File: src/rtl/demux_pkg.sv
// rtl/demux_pkg.sv - shared route FSM encoding and default sizes for demux_1_2
package demux_pkg;

  localparam int DEFAULT_WIDTH = 32;
  localparam int DEFAULT_CNT_W = 16;

  typedef logic [1:0] state_t;

  localparam state_t IDLE   = 2'd0;
  localparam state_t ROUTE0 = 2'd1;
  localparam state_t ROUTE1 = 2'd2;

endpackage

File: src/rtl/demux_slot.sv
// rtl/demux_slot.sv - one-entry valid/ready register slice with load, drain and load+drain
module demux_slot
  import demux_pkg::*;
#(
  parameter int WIDTH = DEFAULT_WIDTH
) (
  input  logic             clk,
  input  logic             rst_n,
  input  logic             load,
  input  logic [WIDTH-1:0] load_data,
  input  logic             load_last,
  output logic             free,
  output logic             out_valid,
  input  logic             out_ready,
  output logic [WIDTH-1:0] out_data,
  output logic             out_last
);

  logic             valid_q, valid_d;
  logic [WIDTH-1:0] data_q, data_d;
  logic             last_q, last_d;

  // A draining slot can take a new beat in the same cycle, giving full throughput.
  assign free = !valid_q || out_ready;

  always_comb begin
    valid_d = valid_q;
    data_d  = data_q;
    last_d  = last_q;
    if (load) begin
      valid_d = 1'b1;
      data_d  = load_data;
      last_d  = load_last;
    end else if (valid_q && out_ready) begin
      valid_d = 1'b0;
    end
  end

  always_ff @(posedge clk or negedge rst_n) begin
    if (!rst_n) begin
      valid_q <= 1'b0;
      data_q  <= '0;
      last_q  <= 1'b0;
    end else begin
      valid_q <= valid_d;
      data_q  <= data_d;
      last_q  <= last_d;
    end
  end

  assign out_valid = valid_q;
  assign out_data  = data_q;
  assign out_last  = last_q;

endmodule

File: src/rtl/demux_1_2.sv
// rtl/demux_1_2.sv - registered 1-to-2 packet demux; route held per packet
// Optional per-output packet counters are built only with DEMUX_STATS_EN.
module demux_1_2
  import demux_pkg::*;
#(
  parameter int WIDTH = DEFAULT_WIDTH,
  parameter int CNT_W = DEFAULT_CNT_W
) (
  input  logic             clk,
  input  logic             rst_n,
  input  logic             in_valid,
  output logic             in_ready,
  input  logic [WIDTH-1:0] in_data,
  input  logic             in_sel,
  input  logic             in_last,
  output logic             out0_valid,
  input  logic             out0_ready,
  output logic [WIDTH-1:0] out0_data,
  output logic             out0_last,
  output logic             out1_valid,
  input  logic             out1_ready,
  output logic [WIDTH-1:0] out1_data,
  output logic             out1_last,
  input  logic             stats_clr,
  output logic [CNT_W-1:0] pkt_cnt0,
  output logic [CNT_W-1:0] pkt_cnt1
);

  state_t state_q, state_d;
  logic   route;
  logic   accept;
  logic   free0, free1;

  always_comb begin
    case (state_q)
      ROUTE0:  route = 1'b0;
      ROUTE1:  route = 1'b1;
      default: route = in_sel;
    endcase
  end

  // Held low in reset so nothing is accepted before the slots are cleared.
  assign in_ready = rst_n && (route ? free1 : free0);
  assign accept   = in_valid && in_ready;

  always_comb begin
    state_d = state_q;
    if (accept) begin
      case (state_q)
        IDLE:    if (!in_last) state_d = in_sel ? ROUTE1 : ROUTE0;
        ROUTE0,
        ROUTE1:  if (in_last) state_d = IDLE;
        default: state_d = IDLE;
      endcase
    end
  end

  always_ff @(posedge clk or negedge rst_n) begin
    if (!rst_n) state_q <= IDLE;
    else        state_q <= state_d;
  end

  demux_slot #(.WIDTH(WIDTH)) u_slot0 (
    .clk       (clk),
    .rst_n     (rst_n),
    .load      (accept && !route),
    .load_data (in_data),
    .load_last (in_last),
    .free      (free0),
    .out_valid (out0_valid),
    .out_ready (out0_ready),
    .out_data  (out0_data),
    .out_last  (out0_last)
  );

  demux_slot #(.WIDTH(WIDTH)) u_slot1 (
    .clk       (clk),
    .rst_n     (rst_n),
    .load      (accept && route),
    .load_data (in_data),
    .load_last (in_last),
    .free      (free1),
    .out_valid (out1_valid),
    .out_ready (out1_ready),
    .out_data  (out1_data),
    .out_last  (out1_last)
  );

`ifdef DEMUX_STATS_EN
  localparam logic [CNT_W-1:0] CNT_ONE = {{(CNT_W-1){1'b0}}, 1'b1};

  logic [CNT_W-1:0] cnt0_q, cnt0_d, cnt1_q, cnt1_d;

  // Clear wins over a same-cycle increment; counts saturate at all-ones.
  always_comb begin
    cnt0_d = cnt0_q;
    cnt1_d = cnt1_q;
    if (stats_clr) begin
      cnt0_d = '0;
      cnt1_d = '0;
    end else begin
      if (out0_valid && out0_ready && out0_last && (cnt0_q != '1)) cnt0_d = cnt0_q + CNT_ONE;
      if (out1_valid && out1_ready && out1_last && (cnt1_q != '1)) cnt1_d = cnt1_q + CNT_ONE;
    end
  end

  always_ff @(posedge clk or negedge rst_n) begin
    if (!rst_n) begin
      cnt0_q <= '0;
      cnt1_q <= '0;
    end else begin
      cnt0_q <= cnt0_d;
      cnt1_q <= cnt1_d;
    end
  end

  assign pkt_cnt0 = cnt0_q;
  assign pkt_cnt1 = cnt1_q;
`else
  logic unused_stats_clr;
  assign unused_stats_clr = stats_clr;
  assign pkt_cnt0 = '0;
  assign pkt_cnt1 = '0;
`endif

endmodule

File: config.mk
export PLATFORM = sky130hd
export DESIGN_NAME = demux_1_2
export DESIGN_NICKNAME = d
export VERILOG_FILES = /design/src/rtl/demux_pkg.sv /design/src/rtl/demux_slot.sv /design/src/rtl/demux_1_2.sv
export SDC_FILE = /design/constraint.sdc
export NUM_CORES = 1
export LEC_CHECK = 0
export BUFFER_PORTS_ARGS = -buffer_cell sky130_fd_sc_hd__buf_2
export CORE_ASPECT_RATIO = 0.5
export CORE_UTILIZATION = 38
export CTS_BUF_LIST = sky130_fd_sc_hd__clkbuf_8
export CTS_CLUSTER_SIZE = 14
export DETAILED_ROUTE_END_ITERATION = 16
export PLACE_DENSITY = 0.69
export SYNTH_ARGS = -nofsm -noshare
export SYNTH_HDL_FRONTEND = slang
export SYNTH_HIERARCHICAL = 1
export SYNTH_SLANG_ARGS = --single-unit
File: constraint.sdc
create_clock -name clk -period 2.11 [get_ports clk]
set_input_delay 0.1055 -clock clk [delete_from_list [all_inputs] [get_ports clk]]
set_output_delay 0.1055 -clock clk [all_outputs]
set_load 0.01 [all_outputs]
==> results of run 1 <==
metal layers:
layer	part of all wire (%)	up-vias	wire length (um)
li1	-	850	-
met1	41	967	2560
met2	55	61	3480
met3	3.2	7	200
met4	0.97	0	61
met5	0	-	0
synthesized netlist by cell type:
cell | instances | area share [%]
buf_4 | 32 | 7.4
nand2b_1 | 5 | 0.96
inv_1 | 2 | 0.23
ha_1 | 2 | 0.77
mux2i_1 | 4 | 1.2
buf_12 | 6 | 3.7
dfrtp_1 | 70 | 54
mux2i_2 | 1 | 0.42
nand3_1 | 1 | 0.15
buf_6 | 2 | 0.69
o21ai_2 | 1 | 0.27
nor2_1 | 1 | 0.12
nor2b_1 | 1 | 0.19
nand2_1 | 1 | 0.12
mux2_4 | 58 | 27
mux2_2 | 8 | 2.8
and4_4 | 1 | 0.35
conb_1 | 1 | 0.12
power breakdown:
group / switching [mW] / internal [mW] / total [mW]
sequential: 0.373 / 2.02 / 2.39
combinational: 1.08 / 1.51 / 2.59
clock: 0.470 / 0.600 / 1.07
total: 1.93 / 4.13 / 6.06
layout make-up:
class                      count  area, um2  share of cell area, %
clock buffer                  11        151                   3.72
multi-input combinational    116       1240                   30.4
tap                          112        140                   3.45
clock inverter                 5       50.0                   1.23
inverter                       2       7.51                  0.185
timing repair buffer         123        728                   17.9
sequential                    70       1750                   43.1
stage by stage:
| stage | cells | utilization (%) | cell area [um2] | hold slack [ps] |
|---|---|---|---|---|
| 5_1_grt | 439 | 49.9 | 4070 | 3.34 |
| 4_1_cts | 437 | 49.7 | 4050 | 0.453 |
| 6_report | 439 | 49.9 | 4070 | 21.3 |
| 3_5_place_dp | 414 | 46.4 | 3770 | 5.86 |
| 3_3_place_gp | 414 | 46.4 | 3770 | -7.46 |
| 2_1_floorplan | 228 | - | 3370 | -190 |
worst max-delay path: cells and delay by family, from the launching register on:
kind / cells / cell delay [ps]
flip-flops: 1 / 350
AND/OR/NAND/NOR: 1 / 60
multiplexers: 2 / 420
adder cells (fa/ha/maj): 1 / 320
buffers and inverters: 3 / 360
placed cells by master, fill, tap and decap left out:
| master | instances |
|---|---|
| nor2_4 | 1 |
| dfrtp_1 | 70 |
| and4_4 | 1 |
| inv_1 | 4 |
| mux2_2 | 8 |
| mux2_4 | 58 |
| buf_2 | 107 |
| nand2b_1 | 5 |
| nand2_1 | 1 |
| buf_12 | 4 |
| bufinv_16 | 1 |
| buf_4 | 3 |
| clkbuf_8 | 11 |
| clkinvlp_4 | 1 |
| conb_1 | 32 |
| clkinv_2 | 1 |
| ha_1 | 2 |
| nor2b_1 | 1 |
| dlygate4sd3_1 | 9 |
| mux2i_2 | 1 |
| mux2i_1 | 4 |
| nand3_1 | 1 |
| o21ai_2 | 1 |
cell families after synthesis:
kind of cell	count (synthesis)	share of synthesized area (%)
mux	71	31.2
flops	70	53.8
buf+inv	42	12.0
simple gates	10	1.88
fa+ha+maj	2	0.769
compound gates	1	0.269
other cells	1	0.115
worst min-delay path by stage:
stage                                 endpoint  slack (ps)  cells past startpoint
after floorplan                     state_q[0]        -190                      0
after global placement       u_slot0/out_valid          -7                      1
after detailed placement     u_slot0/out_valid           6                      1
after CTS                 u_slot0/out_data[20]         0.5                      2
after global routing      u_slot0/out_data[17]           3                      2
final                     u_slot1/out_data[26]          20                      2
registers in the layout, summed over array words and instances, names as in the netlist:
| signal | flops |
|---|---|
| u_slot1/out_valid | 1 |
| u_slot0/out_valid | 1 |
| u_slot1/out_last | 1 |
| u_slot0/out_last | 1 |
| u_slot1/out_data | 32 |
| u_slot0/out_data | 32 |
| state_q | 2 |
==> metrics.md, run 1 <==
| Metric | Value |
|---|---|
| Reg-to-Reg End | u_slot0/out_data[29] |
| Hold wc startpoint | in_data[26] |
| Final Hold Viols | 0 |
| H-tree depth | 3 |
| WS Path Type | reg -> out |
| # IOs | 141 |
| Distinct cells, synth | 18 |
| # fillers | between 600 and 700 |
| Maxcap violations | 0 |
| Die width | 133 um |
| Mapped cell area | 3260 um2 |
| GRT Total Usage | 14.6% |
| CTS tree | done |
| Post-CTS Resized | 0 |
| Row count | 23 |
| Final period util | 92.6% |
| Largest stage delay, worst path | around 350 ps |
| Core Area | 8140 um2 |
| Total Wirelength | around 6.3 mm |
| PortBufs | 107 |
| Vias in the first global route | 1,972 |
| Worst setup path endpoint | in_ready |
| Routing usage on met2 | 27.8% |
| Reg2Reg Depth | 6 |
| Fin Setup TNS | 0 ps |
| Largest net degree at the start of global routing | 61 |
| Peak VDD IR | 673 uV |
| Min-delay worst type | in -> reg |
| Critical path arrival | 1850 ps |
| Inserted Diodes | 0 |
| Grt ovf | 0 |
| # DRC | 0 |
| CTS root buffer | clkbuf_8 |
| Avg Inst Size Synth | roughly 17 um2 |
| GRT Max-Usage Layer | met2 |
| DIE AREA | 8960 um2 |
| Max_slew headroom | ~50% |
| Worst Path Max Fanout | 2 |
| CP Cell Sequence | inv_1 > ha_1 > mux2i_2 > buf_4 > mux2i_1 > nor2b_1 > buf_2 |
| Setup crit end kind | output port |
| Nets | around 360 |
| Crit path time final | 1950 ps |
| Synth Register Bits | 70 |
| ANT nets after route | 0 |
| Share of cells above drive strength 1 | 60.6% |
| Total Power | approximately 6.1 mW |
| RSZ-0062 raised after global routing | no |
| Clock sinks | 70 |
| Post-CTS Hold Fix Bufs | 7 |
| Max clock buf depth | 2 |
| Gpl congestion | 0.710 |
| Synth Warn # | 6 |
| Clock Skew | 11.9 ps |
| Worst slew pin tran | 750 ps |
| Vias per inst | between 4 and 5 |
| Achievable frequency | 512 MHz |
| Initial core utilization | roughly two fifths |
| DP HPWL | 4.55 mm |
| Pwr Density | roughly 1500 nW/um2 |
| Drt wl/cell | roughly 14 um |
| Setup Slack @ Placement | 198 ps |
| DR vias | 1,885 |
| Area delta synth->final | 24.9% |
| Seq/Total Area, Yosys | 53.8% |
| Slowest CP cell | dfrtp_1 |
| CTS Buf Count | 9 |
| Final WS setup | 156 ps |
| Slew Viols, Final | 0 |
| Reg2reg setup slack | approximately 180 ps |
| Die Y-Extent | between 60 and 70 um |
| Static leakage | 2.09 nW |
| Met3 GRT Util | 3.75% |
| TritonRoute pass-1 iters | 4 |
| Crit. Startpoint | state_q[1] |
| Post-Synthesis Cells | between 150 and 200 |
| Global Route met1 Usage | 16.2% |
| Critical path data required time | 2000 ps |
| Initial antenna violation count | 0 |
| Setup-failing EPs final | 0 |
| Status | completed |
| Clk Latency, worst-skew pair | 330 ps |
| Clock-pin slew on the worst setup and hold paths | 80 ps |
| DRT iter0 DRCs | 49 |
| Worst R2R Start | state_q[1] |
| CP startpoint kind | register |
| First-pass GRT wire length | slightly below 10 mm |
| Post-CTS setup buffers | 0 |
Power figures use the tool's default switching activity.
==> run 2, diff against run 1 <==
--- a/config.mk
+++ b/config.mk
@@ -6,12 +6,14 @@
 export NUM_CORES = 1
 export LEC_CHECK = 0
 export BUFFER_PORTS_ARGS = -buffer_cell sky130_fd_sc_hd__buf_2
-export CORE_ASPECT_RATIO = 0.5
-export CORE_UTILIZATION = 38
+export CELL_PAD_IN_SITES_DETAIL_PLACEMENT = 0
+export CELL_PAD_IN_SITES_GLOBAL_PLACEMENT = 2
+export CORE_ASPECT_RATIO = 0.8
+export CORE_UTILIZATION = 32
 export CTS_BUF_LIST = sky130_fd_sc_hd__clkbuf_8
 export CTS_CLUSTER_SIZE = 14
 export DETAILED_ROUTE_END_ITERATION = 16
-export PLACE_DENSITY = 0.69
+export PLACE_DENSITY = 0.85
 export SYNTH_ARGS = -nofsm -noshare
 export SYNTH_HDL_FRONTEND = slang
 export SYNTH_HIERARCHICAL = 1
==> metrics.md, run 2 (synthesized netlist as in run 1, its figures left out) <==
| Metric | Value |
|---|---|
| Status | completed |
| Static leakage | 2.19 nW (+4.8%) |
| Most common cell after layout, fill and taps aside | buf_2 |
| Min-delay worst type | in -> reg |
| Clock sinks | 70 (unchanged) |
| Vias per inst | 3.98 (-7.3%) |
| Die Y-Extent | 92.2 um (+37%) |
| CTS Buf Count | 9 (unchanged) |
| Core Area | 9770 um2 (+20%) |
| # DRC | 0 (unchanged) |
| Post-CTS setup buffers | 0 (unchanged) |
| Reg2reg setup slack | 200 ps (+20 ps) |
| Crit path time final | 1920 ps (-30.5 ps) |
| Final hold slack | 38.8 ps (+17.4 ps) |
| # IOs | 141 (unchanged) |
| Worst Path Max Fanout | 2 (unchanged) |
| Drt wl/cell | 13.1 um (-9.0%) |
| Pwr Density | 1410 nW/um2 (-5.0%) |
| ANT nets after route | 0 (unchanged) |
| DRT iter0 DRCs | 49 (unchanged) |
| CTS root buffer | clkbuf_8 |
| Post-CTS Resized | 0 (unchanged) |
| Vias in the first global route | 1,952 (-1.0%) |
| Peak VDD IR | 542 uV (-19%) |
| TritonRoute pass-1 iters | 4 (unchanged) |
| Row count | 32 (+39%) |
| Max_slew headroom | 66.2% (+16 points) |
| Critical path data required time | 2000 ps (about the same) |
| Clk Latency, worst-skew pair | 340 ps (about the same) |
| CTS tree | done |
| Die width | 115 um (-14%) |
| Fin Setup TNS | 0 ps (unchanged) |
| Final Hold Viols | 0 (unchanged) |
| RSZ-0062 raised after global routing | no |
| Setup crit end kind | output port |
| Clock Skew | 5.00 ps (-6.93 ps) |
| Clock-pin slew on the worst setup and hold paths | 70 ps (about the same) |
| Maxcap violations | 0 (unchanged) |
| Final period util | 91.2% (-1.4 points) |
| Slew Viols, Final | 0 (unchanged) |
| Post-Place Cells | 438 (+5.8%) |
| Max clock buf depth | 2 (unchanged) |
| DIE AREA | 10,600 um2 (+18%) |
| CP startpoint kind | register |
| Gpl congestion | 0.694 (-2.3%) |
| Achievable frequency | 520 MHz (+1.6%) |
| Most frequent cells in the layout | buf_2 (107), dfrtp_1 (70), mux2_4 (58) |
| Grt ovf | 0 (unchanged) |
| H-tree depth | 3 (unchanged) |
| First-pass GRT wire length | 9.94 mm (+0.83%) |
| Critical path arrival | 1820 ps (-30 ps) |
| Largest net degree at the start of global routing | 41 (-33%) |
| WS Path Type | reg -> out |
| Share of cells above drive strength 1 | 57.0% (-3.6 points) |
| Total Wirelength | 6.36 mm (+0.98%) |
| DP HPWL | 4.21 mm (-7.3%) |
| DR vias | 1,938 (+2.8%) |
| PortBufs | 107 (unchanged) |
| Area delta synth->final | 33.9% |
| Worst slew pin tran | 507 ps (-243 ps) |
| Initial antenna violation count | 0 (unchanged) |
| Setup-failing EPs final | 0 (unchanged) |
| GRT Total Usage | 12.5% (-2.1 points) |
| Non-filler instance count after layout | 487 (+11%) |
| Nets | 388 (+6.6%) |
| Initial core utilization | 33.3% (-6.7 points) |
| Inserted Diodes | 0 (unchanged) |
-- run 2: cell types whose count changed in the layout (fill, tap and decap cells not counted) --
cell           before  now
inv_1               4    2
dlygate4sd3_1       9   33
clkinv_2            1    2
bufinv_16           1    2
clkbuf_8           11   10
clkinvlp_4          1    2
-- run 2: layout make-up --
cell class,count,area (um2)
fillers,916,5410
flip-flops and latches,70,1750
multi-input cells,116,1240
repair buffers,147,968
well taps,136,170
clock buffers,10,138
clock inverters,6,85.1
inverters,2,7.51
-- run 2: final timing paths --
kind	cells past startpoint	end	from
max in group asynchronous	3	u_slot0/out_data[1]	rst_n
worst min-delay path	3	state_q[1]	in_sel
worst min register to register	1	u_slot0/out_data[27]	u_slot0/out_data[27]
min in group asynchronous	3	u_slot0/out_data[28]	rst_n
worst max-delay path	7	in_ready	state_q[1]
worst max register to register	6	u_slot0/out_last	state_q[1]
-- run 2: metrics by stage --
stage / util [%] / setup slack (ps) / instance area, um2 / power [mW]
5_1_grt: 44.6 / 49.5 / 4360 / 6.56
4_1_cts: 44.5 / 141 / 4350 / 6.25
2_1_floorplan: - / 216 / 3370 / 4.09
3_5_place_dp: 38.9 / 204 / 3800 / 4.95
6_report: 44.6 / 186 / 4360 / 6.16
3_3_place_gp: 38.9 / 218 / 3800 / 4.92
-- run 2: power breakdown --
| group | total, mW | internal, mW | switching [mW] |
|---|---|---|---|
| sequential | 2.36 | 2.02 | 0.343 |
| clock | 1.20 | 0.693 | 0.509 |
| combinational | 2.60 | 1.54 | 1.07 |
| total | 6.16 | 4.25 | 1.92 |
-- run 2: repair_timing --
| action | in CTS | in global routing |
|---|---|---|
| hold endpoints to repair | 132 | 2 |
| hold buffers | 32 | 1 |
| endpoints found under the setup margin | 0 | 0 |
-- run 2: metal layers --
layer  global-route usage, %  routed length (um)  up-vias
li1                        -                   -      900
met5                       0                   0        -
met3                    5.42                 523       10
met1                    15.6                2810      948
met2                    19.1                2950       80
met4                    4.55                  86        0
-- run 2: critical path, stage by stage, from the launching register on --
cell and delay (ps):
dfrtp_1 350, inv_1 50, ha_1 310, mux2i_2 230, buf_4 160, mux2i_1 170, nor2b_1 60, buf_2 140
==> run 3, diff against run 2 <==
--- a/config.mk
+++ b/config.mk
@@ -9,12 +9,11 @@
 export CELL_PAD_IN_SITES_DETAIL_PLACEMENT = 0
 export CELL_PAD_IN_SITES_GLOBAL_PLACEMENT = 2
 export CORE_ASPECT_RATIO = 0.8
-export CORE_UTILIZATION = 32
+export CORE_UTILIZATION = 30
 export CTS_BUF_LIST = sky130_fd_sc_hd__clkbuf_8
 export CTS_CLUSTER_SIZE = 14
 export DETAILED_ROUTE_END_ITERATION = 16
-export PLACE_DENSITY = 0.85
+export PLACE_DENSITY = 0.84
 export SYNTH_ARGS = -nofsm -noshare
 export SYNTH_HDL_FRONTEND = slang
-export SYNTH_HIERARCHICAL = 1
 export SYNTH_SLANG_ARGS = --single-unit
==> constraint.sdc (replaced) <==
create_clock -name clk -period 2.07 [get_ports clk]
set_input_delay 0.1035 -clock clk [delete_from_list [all_inputs] [get_ports clk]]
set_output_delay 0.1035 -clock clk [all_outputs]
set_load 0.01 [all_outputs]
==> metrics.md, run 3 <==
| Metric | Value |
|---|---|
| Status | completed |
| PortBufs | 107 (unchanged) |
| # IOs | 141 (unchanged) |
| Core Area | 9610 um2 (-1.6%) |
| Max_slew headroom | 41.0% (-25 points) |
| Row count | 32 (unchanged) |
| Total Power | 5.61 mW (-9.1%) |
| Most frequent cells in the layout | buf_2 (107), dfrtp_1 (70), mux2_2 (64) |
| Avg Inst Size Synth | 15.2 um2 (-8.1%) |
| Maxcap violations | 0 (unchanged) |
| Clock-pin slew on the worst setup and hold paths | 70 ps (about the same) |
| Clock Skew | 4.29 ps (-0.712 ps) |
| CP Buf/Inv Count | 3 (unchanged) |
| Final hold slack | 20.9 ps (-17.9 ps) |
| Slew Viols, Final | 0 (unchanged) |
| Critical path arrival | 2190 ps (+370 ps) |
| CP startpoint kind | register |
| DR vias | 1,943 (+0.26%) |
| WS Path Type | reg -> reg |
| Achievable frequency | around 510 MHz |
| Initial core utilization | 30.8% (-2.5 points) |
| Pwr Density | 1380 nW/um2 (-2.8%) |
| Final WS setup | 104 ps (-82.5 ps) |
| Seq/Total Area, Yosys | 59.1% (+5.3 points) |
| Synth Warn # | 0 (-6) |
| FF/Latch Area | 1750 um2 (unchanged) |
| Synth top area share | 59.1% (+5.3 points) |
| Fin Setup TNS | 0 ps (unchanged) |
| Total Wirelength | 6.07 mm (-4.7%) |
| Nets | 387 (-0.26%) |
| First-pass GRT wire length | 9.80 mm (-1.4%) |
| Setup Slack @ Placement | 17.3 ps (-187 ps) |
| RSZ-0062 raised after global routing | no |
| Clock sinks | 70 (unchanged) |
| Crit path time final | 1970 ps |
| Grt ovf | 0 (unchanged) |
| TritonRoute pass-1 iters | 4 (unchanged) |
| # DRC | 0 (unchanged) |
| Vias in the first global route | 2,008 (+2.9%) |
| Ys flop type | dfrtp_1 |
| Area delta synth->final | 37.6% |
| ANT nets after route | 0 (unchanged) |
| Min-delay worst type | in -> async |
| Die Y-Extent | 90.9 um (-1.5%) |
| Gpl congestion | 0.672 (-3.3%) |
| Mapped cell area | 2960 um2 (-9.0%) |
| Vias per inst | 4.14 (+4.1%) |
| Area occupied by multi-input gates | 1040 um2 (-16%) |
| CP Cell Sequence | inv_2 > ha_4 > mux2i_2 > buf_4 > nor3b_4 > buf_12 > mux2_2 |
| Commonest cells in the netlist | dfrtp_1 (70), mux2_2 (64), buf_4 (35) |
| Largest area contributor in the netlist | dfrtp_1 |
| Final Hold Viols | 0 (unchanged) |
| Max clock buf depth | 2 (unchanged) |
| Most common cell after layout, fill and taps aside | buf_2 |
| Final period util | approximately 95% |
| H-tree depth | 3 (unchanged) |
| Drt wl/cell | 12.9 um (-1.0%) |
| Count leader, synth | dfrtp_1 |
| Setup-failing EPs final | 0 (unchanged) |
| Largest net degree at the start of global routing | 73 (+78%) |
| GRT Total Usage | 12.6% (+0.031 points) |
| Clk Latency, worst-skew pair | 340 ps (about the same) |
| Synth Register Bits | 70 (unchanged) |
| Post-Synthesis Cells | 195 (-1.0%) |
| # fillers | 942 (+2.8%) |
| Worst Path Max Fanout | 21 (+19) |
| Delay-heaviest family, CP | multiplexers |
| Setup crit end kind | register |
| Largest stage delay, worst path | 390 ps (+40 ps) |
| Distinct cells, synth | 18 (unchanged) |
| CTS root buffer | clkbuf_8 |
| Critical path data required time | 2290 ps (+290 ps) |
| Die width | 113 um (-1.5%) |
| Slowest CP cell | dfrtp_1 |
| DRT iter0 DRCs | 21 (-57%) |
| DP HPWL | 4.02 mm (-4.5%) |
| DIE AREA | 10,300 um2 (-2.9%) |
| Share of cells above drive strength 1 | 56.9% (-0.12 points) |
| CTS tree | done |
| Post-synth EDFFs | 0 (unchanged) |
| Peak VDD IR | 584 uV (+7.8%) |
| Initial antenna violation count | 0 (unchanged) |
| Post-CTS setup buffers | 0 (unchanged) |
| Static leakage | 1.98 nW (-9.7%) |
| Asr flop ratio synth | 100% (unchanged) |
| Worst slew pin tran | 886 ps (+378 ps) |
| Main area contributors after synthesis | dfrtp_1 (59%), mux2_2 (24%), buf_4 (8.9%), buf_6 (1.1%), mux2i_1 (1.0%) |
| Inserted Diodes | 0 (unchanged) |
| CTS Buf Count | 9 (unchanged) |
run 3: worst paths after layout:
path	from	cells after the start	to	slack, ps
max	state_q[1]	7	u_slot1.out_data[7]	100
min	rst_n	2	u_slot0.out_data[29]	20
min in group clk	in_valid	2	u_slot0.out_valid	40
max in group asynchronous	rst_n	2	u_slot1.out_data[8]	1490
min reg2reg	u_slot0.out_data[5]	1	u_slot0.out_data[5]	480
max reg2reg	state_q[1]	7	u_slot1.out_data[7]	100
run 3: cell families after synthesis:
logic type               after synthesis  synth area share [%]
AO/OA/AOI/OAI                          4                 0.972
flip-flops                            70                  59.1
buffers and inverters                 40                  10.3
adder cells (fa/ha/maj)                2                 0.845
other                                  1                 0.127
multiplexers                          70                  26.6
AND/OR/NAND/NOR                        8                  2.07
run 3: metrics by stage:
step	instance area [um2]	cells	util [%]
floorplan	3080	226	-
global placement	3570	421	37.2
detailed placement	3570	421	37.2
CTS	4060	469	42.3
global route	4080	469	42.4
finish	4080	469	42.4
run 3: routing by layer:
layer | share of wire [%] | track usage (%) | up-vias | routed length (um)
met2 | 48 | 20.0 | 74 | 2930
met1 | 44 | 15.2 | 953 | 2650
met5 | 0 | 0 | - | 0
met4 | 1.5 | 4.93 | 0 | 88
li1 | - | - | 905 | -
met3 | 6.5 | 4.83 | 11 | 396
run 3: area by class of cell:
class | instances | share of cell area (%)
Multi-Input combinational cell | 116 | 25.5
Tap cell | 119 | 3.65
Sequential cell | 70 | 43.0
Clock inverter | 6 | 0.737
Inverter | 2 | 0.184
Timing Repair Buffer | 146 | 23.5
Clock buffer | 10 | 3.38
run 3: power by group:
group / leakage, nW / switching, mW / total (mW) / internal [mW]
combinational: 1.05 / 1.05 / 2.30 / 1.25
clock: 0.0944 / 0.483 / 0.935 / 0.452
sequential: 0.833 / 0.317 / 2.37 / 2.05
run 3: what timing repair did:
item / in CTS / in global routing
gates resized for setup: 0 / 4
endpoints found under the setup margin: 0 / 35
endpoints found under the hold margin: 61 / 0
hold buffers: 32 / 0
